[config.mk]
export PLATFORM = sky130hd
export DESIGN_NAME = demux_8
export DESIGN_NICKNAME = d
export VERILOG_FILES = /design/src/rtl/demux_8_pkg.sv /design/src/rtl/demux_8_slot.sv /design/src/rtl/demux_8.sv
export SDC_FILE = /design/constraint.sdc
export NUM_CORES = 1
export LEC_CHECK = 0
export CELL_PAD_IN_SITES_DETAIL_PLACEMENT = 0
export CELL_PAD_IN_SITES_GLOBAL_PLACEMENT = 1
export CORE_MARGIN = 3
export CORE_UTILIZATION = 38
export DETAILED_ROUTE_END_ITERATION = 10
export PLACE_DENSITY = 0.87
export SYNTH_ARGS = -nofsm -noshare
export SYNTH_HDL_FRONTEND = slang
export SYNTH_SLANG_ARGS = --single-unit
[constraint.sdc]
create_clock -name clk -period 6.5 [get_ports clk]
set_input_delay 1.625 -clock clk [delete_from_list [all_inputs] [get_ports clk]]
set_output_delay 1.625 -clock clk [all_outputs]
set_load 0.01 [all_outputs]
[src/rtl/demux_8_pkg.sv]
`default_nettype none
// ============================================================================
// Module   : demux_8_pkg
// Brief    : Shared pipeline constants for the 8-channel demux/mux family,
//            plus a small popcount helper for channel occupancy.
// Revision : 1.0 - initial release
// ============================================================================
package demux_8_pkg;

    localparam int NUM_CH = 8;
    localparam int ADDR_W = 3;
    localparam int OCC_W  = 4;

    // Number of set bits in a per-channel flag vector (0..NUM_CH).
    function automatic logic [OCC_W-1:0] popcount(input logic [NUM_CH-1:0] v);
        logic [OCC_W-1:0] cnt;
        cnt = '0;
        for (int i = 0; i < NUM_CH; i++) begin
            cnt = cnt + {{(OCC_W-1){1'b0}}, v[i]};
        end
        return cnt;
    endfunction

endpackage
`default_nettype wire

[src/rtl/demux_8_slot.sv]
`default_nettype none
// ============================================================================
// Module   : demux_8_slot
// Brief    : One output channel: data register, occupied flag and sticky
//            overflow flag. Flush beats write, write beats take.
// Revision : 1.0 - initial release
// ============================================================================
module demux_8_slot #(
    parameter int WIDTH = 32
) (
    input  logic             clk,
    input  logic             rst,
    input  logic             i_flush,
    input  logic             i_wr,
    input  logic             i_take,
    input  logic [WIDTH-1:0] i_data,
    output logic [WIDTH-1:0] o_data,
    output logic             o_valid,
    output logic             o_overflow,
    output logic             o_valid_nxt
);

    logic [WIDTH-1:0] r_data;
    logic             r_valid;
    logic             r_overflow;
    logic             w_valid_nxt;
    logic             w_overflow_nxt;

    // Next-state of the flags; the top uses the valid next-state so its
    // occupancy register updates on the same edge as the flags.
    always_comb begin
        w_valid_nxt    = r_valid;
        w_overflow_nxt = r_overflow;
        if (i_flush) begin
            w_valid_nxt    = 1'b0;
            w_overflow_nxt = 1'b0;
        end else if (i_wr) begin
            w_valid_nxt    = 1'b1;
            // Overwrite of data nobody consumed is an overflow; a take in the
            // same cycle means the old data was delivered.
            w_overflow_nxt = r_overflow | (r_valid & ~i_take);
        end else if (i_take) begin
            w_valid_nxt    = 1'b0;
        end
    end

    // Channel state registers; data is retained across a take.
    always_ff @(posedge clk) begin
        if (rst) begin
            r_data     <= '0;
            r_valid    <= 1'b0;
            r_overflow <= 1'b0;
        end else begin
            r_valid    <= w_valid_nxt;
            r_overflow <= w_overflow_nxt;
            if (i_flush) begin
                r_data <= '0;
            end else if (i_wr) begin
                r_data <= i_data;
            end
        end
    end

    assign o_data      = r_data;
    assign o_valid     = r_valid;
    assign o_overflow  = r_overflow;
    assign o_valid_nxt = w_valid_nxt;

endmodule
`default_nettype wire

[src/rtl/demux_8.sv]
`default_nettype none
// ============================================================================
// Module   : demux_8
// Brief    : 1-to-8 registered write demultiplexer with per-channel consume
//            handshake, sticky overflow flags and an occupancy count.
// Revision : 1.0 - initial release
// ============================================================================
module demux_8
    import demux_8_pkg::*;
#(
    parameter int width = 32
) (
    input  logic                clk,
    input  logic                rst,
    input  logic [ADDR_W-1:0]   addr,
    input  logic [width-1:0]    in,
    input  logic                in_valid,
    input  logic                enable,
    input  logic [NUM_CH-1:0]   take,
    output logic [width-1:0]    out0,
    output logic [width-1:0]    out1,
    output logic [width-1:0]    out2,
    output logic [width-1:0]    out3,
    output logic [width-1:0]    out4,
    output logic [width-1:0]    out5,
    output logic [width-1:0]    out6,
    output logic [width-1:0]    out7,
    output logic [NUM_CH-1:0]   valid,
    output logic [NUM_CH-1:0]   overflow,
    output logic [OCC_W-1:0]    occupancy
);

    logic [width-1:0]  w_data [NUM_CH];
    logic [NUM_CH-1:0] w_wr;
    logic [NUM_CH-1:0] w_take;
    logic [NUM_CH-1:0] w_valid_nxt;
    logic [OCC_W-1:0]  r_occupancy;

    // enable is active-low: high means flush, and all requests are ignored.
    generate
        for (genvar i = 0; i < NUM_CH; i++) begin : g_slot
            assign w_wr[i]   = ~enable & in_valid & (addr == ADDR_W'(i));
            assign w_take[i] = ~enable & take[i];

            demux_8_slot #(
                .WIDTH (width)
            ) u_slot (
                .clk         (clk),
                .rst         (rst),
                .i_flush     (enable),
                .i_wr        (w_wr[i]),
                .i_take      (w_take[i]),
                .i_data      (in),
                .o_data      (w_data[i]),
                .o_valid     (valid[i]),
                .o_overflow  (overflow[i]),
                .o_valid_nxt (w_valid_nxt[i])
            );
        end
    endgenerate

    // Occupancy is registered from next-state valid so it never lags valid.
    always_ff @(posedge clk) begin
        if (rst) begin
            r_occupancy <= '0;
        end else begin
            r_occupancy <= popcount(w_valid_nxt);
        end
    end

    assign occupancy = r_occupancy;
    assign out0 = w_data[0];
    assign out1 = w_data[1];
    assign out2 = w_data[2];
    assign out3 = w_data[3];
    assign out4 = w_data[4];
    assign out5 = w_data[5];
    assign out6 = w_data[6];
    assign out7 = w_data[7];

endmodule
`default_nettype wire

; Word level (Yosys, flattened, before mapping)
; Index checks and enable logic that the tools add are counted.
[op_classes]
magnitude_cmp = 0
mul = 0
shift = 0
n_bitwise = 42
mux = 24
reduce_logical = 2
div = 0
n_eq_ne = 7
add_sub_neg = 7
[ops]
columns = op, count
row1 = $and A1 B1 Y1, 25
row2 = $mux W1, 24
row3 = $add A4 B1 Y4, 4
row4 = $eq A3 B3 Y1 const B, 4
row5 = $not A1 Y1, 9
row6 = $or A1 B1 Y1, 8
row7 = $eq A3 B2 Y1 const B, 2
row8 = $add A3 B1 Y4, 1
row9 = $add A2 B1 Y3, 1
row10 = $eq A3 B1 Y1 const B, 1
row11 = $logic_not A3 Y1, 1
row12 = $add A1 B1 Y2, 1
row13 = $reduce_or A2 Y1, 1
[totals]
mem_bits_rw = 0
mem_count = 0
latch_bits = 0
wordCells = 107
output_inout_bits = 276
register_bits = 276
mem_bits_ro = 0

; Longest topological paths before layout
[depth]
depth_word = 12
mapped_depth = 17
depth_no_buf = 13

; By module
; A second synthesis with hierarchy kept.
[hier_totals]
hier_cells = 960
hier_area_um2 = 10452.5
[modules_own_cells]
columns = mod, cells_per_inst, area_each_um2, n_inst
row1 = demux_8_slot, 114, 1255.0, 8
row2 = demux_8, 48, 412.9, 1

; Worst setup path after synthesis
; Ideal clock, no wire load.
[synth_timing]
kind = input to register
startpoint = input enable
endpoint = register r_occupancy[2], in the netlist occupancy[2]
path_stages = 17
required_time_ns = 6.386
path_slack_ns = 1.613
setup_ns = 0.114
path_buffers = 4
arrival_ns = 4.772
cell_sequence = buf_6 > nor3b_2 > buf_4 > nand3_1 > buf_6 > buf_6 > a21oi_1 > fa_1 > inv_1 > fa_1 > fa_1 > inv_1 > ha_1 > inv_1 > fa_1 > xor2_1 > nor2_1
[synth_via]
word_cells_on_any_way = 49
classes_between = 7 x add/sub / 24 x mux / 18 x bitwise
[synth_lines]
columns = element, line_no
row1 = "start, declared", demux_8.sv:18  ; input logic enable,
row2 = $not A1 Y1, "demux_8.sv:42, demux_8.sv:43"
row3 = $and A1 B1 Y1 (on tied branches), "demux_8.sv:43, demux_8.sv:42"
row4 = $mux W1 / $and A1 B1 Y1 (equally long branches), "demux_8_slot.sv:42, demux_8.sv:42"
row5 = $mux W1, demux_8_slot.sv:37  ; end else if (i_wr) begin
row6 = $mux W1 (*), demux_8_slot.sv:34  ; if (i_flush) begin
row7 = named net g_slot[3].u_slot.o_valid_nxt, demux_8_slot.sv:20  ; output logic o_valid_nxt
row8 = $add A3 B1 Y4 (*), demux_8_pkg.sv:19  ; cnt = cnt + {{(OCC_W-1){1'b0}}, v[i]};
row9 = $add A4 B1 Y4 (*) (4 in a row), demux_8_pkg.sv:19
row10 = "end signal, assigned", demux_8.sv:67  ; r_occupancy <= popcount(w_valid_nxt);
row11 = "end, declared", demux_8.sv:37  ; logic [OCC_W-1:0] r_occupancy;
; Mark *: on every way through the listed nets, which the timed path passes. The rest lies on a longest branch.
; A chain may end at the register's enable or synchronous reset.

; Worst setup path after layout
[layout_timing]
startpoint = input enable
endpoint = register r_occupancy[2], in the netlist occupancy[2]
[layout_via]
elab_chain_len = 12
word_cells_on_any_way = 49
classes_between = 7 x add/sub / 24 x mux / 18 x bitwise
[layout_rtl]
columns = element, line_no
row1 = $not A1 Y1, "demux_8.sv:42, demux_8.sv:43"
row2 = $and A1 B1 Y1 (on tied branches), "demux_8.sv:43, demux_8.sv:42"
row3 = $mux W1 / $and A1 B1 Y1 (equally long branches), "demux_8_slot.sv:42, demux_8.sv:42"
row4 = $mux W1, demux_8_slot.sv:37
row5 = $mux W1 (*), demux_8_slot.sv:34
row6 = named net g_slot[0].u_slot.o_valid_nxt, demux_8_slot.sv:20
row7 = $add A1 B1 Y2 (*), demux_8_pkg.sv:19
row8 = $add A2 B1 Y3 (*), demux_8_pkg.sv:19
row9 = $add A3 B1 Y4 (*), demux_8_pkg.sv:19
row10 = $add A4 B1 Y4 (*) (4 in a row), demux_8_pkg.sv:19
; Marks and branches as above.

==> impl_metrics.ini <==
[timing]
final_max_slew_viol_count = 0
finalHoldViolations = 0
final.min_clock_period_ns = 5.292
setup_violations = 0
worst_pin_slew_ns = 0.9785
period_share = 0.8141
fmax_mhz = 189.0
final.setup.tns_ns = 0
clock-skew-final_ns = 0.004174
slew_headroom = 0.3476
rsz0062_at_grt = false

[pwr]
irDropWorstVdd_v = 0.0001653
power_density_nw_per_um2 = 241.4
p_sw_w = 0.0007600
pwr-share-comb = 0.044
seq_power_share = 0.487
cellLeakagePower_nw = 6.514
clkPwrFrac = 0.469
switching_share = 0.2174
p_int_w = 0.002736

[worst_setup_path]
crit_end = occupancy[2]$_SDFF_PP0_
cp.depth = 15
worstPathArrival_ns = 5.70
cp_cell_sequence = clkdlybuf4s50_1, buf_4, nor3b_2, nand2_4, a21oi_1, fa_1, inv_1, fa_1, fa_1, inv_1, ha_1, inv_1, fa_1, xor2_1, nor2_1
critPathTopFamily = adder cells
r2r_cells = 12
crit_slowest_cell = nor3b_2
crit_top_cell = fa_1
crit_start = enable
crit_type = input port to register
path_buf_inv = 5
critPathRequiredTime_ns = 6.91
cp_max_fo = 20
end_kind = register
reg2reg_to = occupancy[2]$_SDFF_PP0_
r2r-start = g_slot[1].u_slot.o_valid$_SDFF_PP0_
rrSetupSlack_ns = 3.41
startpoint_type = input port
cp_slowest_stage_delay_ns = 0.53

[detailed_routing]
num_vias = 7814
wire_per_inst_um = 18.28
ant_nets = 0
drt-initial-drc-count = 366
via_per_inst = 4.776
first_pass_iters = 4
wirelength_um = 29910
drc = 0

[floorplan]
die_x_um = 170.2
dieArea_um2 = 28970
rows = 59
ios = 323
dieHeight_um = 170.2
coreArea_um2 = 26280
initial_core_util = 0.3898

[synth]
synth-seq-cells = 276
yosys.cell_types.count = 27
post-synth-top-count-cell = nand2_1
ys_seq_area_frac = 0.5393
synth_warnings = 0
netlist_top_cells_count = nand2_1 (305), dfxtp_1 (276), mux2i_1 (256)
synth_top_cell_area_share = 0.5393
synth_mux_area_frac = 0.2501
synth_top_family_by_area = multiplexers
synth_xor_xnor_area_share = 0.0008549
netlist_instances = 995
synth_edf_count = 0
synth_area_um2 = 10240
synthAdderAreaFrac = 0.01148
synthSimpleGateAreaFrac = 0.1249
synth_area_leader_cell = dfxtp_1
async_reset_ff_frac = 0
syn_avg_cell_area_um2 = 10.30
syn_nets = 1049
ys.flop_type = dfxtp_1
synth-compound-area-share = 0.01905
synth_area_leaders = dfxtp_1 (54%), mux2i_1 (25%), nand2_1 (11%)

[run]
drv_cap = 0

[hold_path]
hold_start = g_slot[0].u_slot.o_data[25]$_SDFFE_PP0P_
hold_class = register to register
hold_depth = 2

[final_layout]
final_layout_size_suffix_gt1_frac = 0.05077
nNetsFinal = 1332
fin_cells = 1636
area_growth_pct = 41.39

[grt]
grt_pass1_wl_um = 45160
overflow = 0
grt_max_degree = 145
grtUsageTotal = 0.1953
antenna_found_initial = 1
first_global_vias = 7809

[clock_network]
clk_pin_slew_ns = 0.06
postCtsSetupBuffers = 0
clk_path_buf_depth = 3
clockRootBuffer = clkbuf_16
clk_latency_ns = 0.53
post_cts_resized = 0
hold_buffers = 0
cts_htree_levels = 1
cts_tree = built
clkSinkCount = 276
cts_buffers = 30

[place]
portBuffers = 322
placed_cells = 1581
gp_congestion = 0.7912
hpwl_um = 19950

[outcome]
status = finished, final reports clean
==> cell type report <==
cell class | count | area [um2]
clock inverters | 5 | 32.53
diodes | 1 | 2.502
fillers | 2286 | 11800
multi-input cells | 622 | 4182
inverters | 14 | 52.55
well taps | 335 | 419.2
clock buffers | 49 | 933.4
repair buffers | 334 | 3338
flip-flops and latches | 276 | 5525
==> stage by stage <==
step | power, W | area (um2) | hold WS, ns | utilization | setup slack [ns]
2_1_floorplan | 0.001825 | 10240 | 0.4263 | - | 1.613
3_3_place_gp | 0.001894 | 13520 | 0.4410 | 0.5143 | 0.7304
3_5_place_dp | 0.001894 | 13520 | 0.4463 | 0.5143 | 0.6505
4_1_cts | 0.003532 | 14480 | 0.4585 | 0.5511 | 1.175
5_1_grt | 0.003609 | 14490 | 0.4745 | 0.5512 | 0.9952
6_report | 0.003496 | 14490 | 0.4547 | 0.5512 | 1.208
==> worst reg2reg max path, stage by stage, from the launching register on <==
cell and delay (ns):
dfxtp_1 0.36, nand2_1 0.08, a21oi_1 0.21, fa_1 0.44, inv_1 0.09, fa_1 0.45, fa_1 0.48, inv_1 0.07
ha_1 0.16, inv_1 0.06, fa_1 0.38, xor2_1 0.15, nor2_1 0.06
==> how the worst min path moves through the flow <==
stage / end / slack (ns)
final: g_slot[0].u_slot.o_data[25]$_SDFFE_PP0P_ / 0.45
after global routing: g_slot[1].u_slot.o_data[0]$_SDFFE_PP0P_ / 0.47
after CTS: g_slot[4].u_slot.o_data[11]$_SDFFE_PP0P_ / 0.46
after detailed placement: g_slot[0].u_slot.o_data[28]$_SDFFE_PP0P_ / 0.45
after global placement: g_slot[0].u_slot.o_data[14]$_SDFFE_PP0P_ / 0.44
after floorplan: g_slot[0].u_slot.o_overflow$_SDFFE_PP0P_ / 0.43
==> cells by family after synthesis <==
logic type      after synthesis
mux                         256
simple gates                325
fa+ha+maj                     7
xor+xnor                      1
flops                       276
buf+inv                      97
compound gates               33
==> state kept, by name, summed over array words and instances, names as in the netlist <==
signal / count
g_slot.u_slot.o_overflow: 8
occupancy: 4
g_slot.u_slot.o_valid: 8
g_slot.u_slot.o_data: 256
==> layout by cell type (no fill, tap or decap), drive strengths merged <==
cell type,n
and3b,1
a21oi,13
buf,12
dfxtp,276
ha,3
mux2i,256
a21o,4
diode,1
nor2b,3
o31ai,8
nand3,2
and2,2
o21ai,8
xor2,1
nor3b,2
clkbuf,49
nor2,4
or2,1
inv,14
fa,4
clkdlybuf4s50,322
nand2,310
clkinv,5
==> per-layer routing <==
layer / global-route usage / part of all wire / vias to the layer above
met1: 0.2556 / 0.44 / 3733
met2: 0.3185 / 0.46 / 224
met3: 0.05087 / 0.071 / 47
met5: 0 / 0 / -
met4: 0.05891 / 0.027 / 0
li1: - / - / 3810
==> power by group through the flow <==
stage	Combinational, W	Clock [W]	Sequential (W)
after global placement	0.000153	0	0.00174
after detailed placement	0.000153	0	0.00174
after global routing	0.000163	0.00174	0.00170
final	0.000153	0.00164	0.00170
after CTS	0.000154	0.00167	0.00170
after floorplan	0.0000799	0	0.00174
No activity file was read; power rests on OpenSTA's default activity.
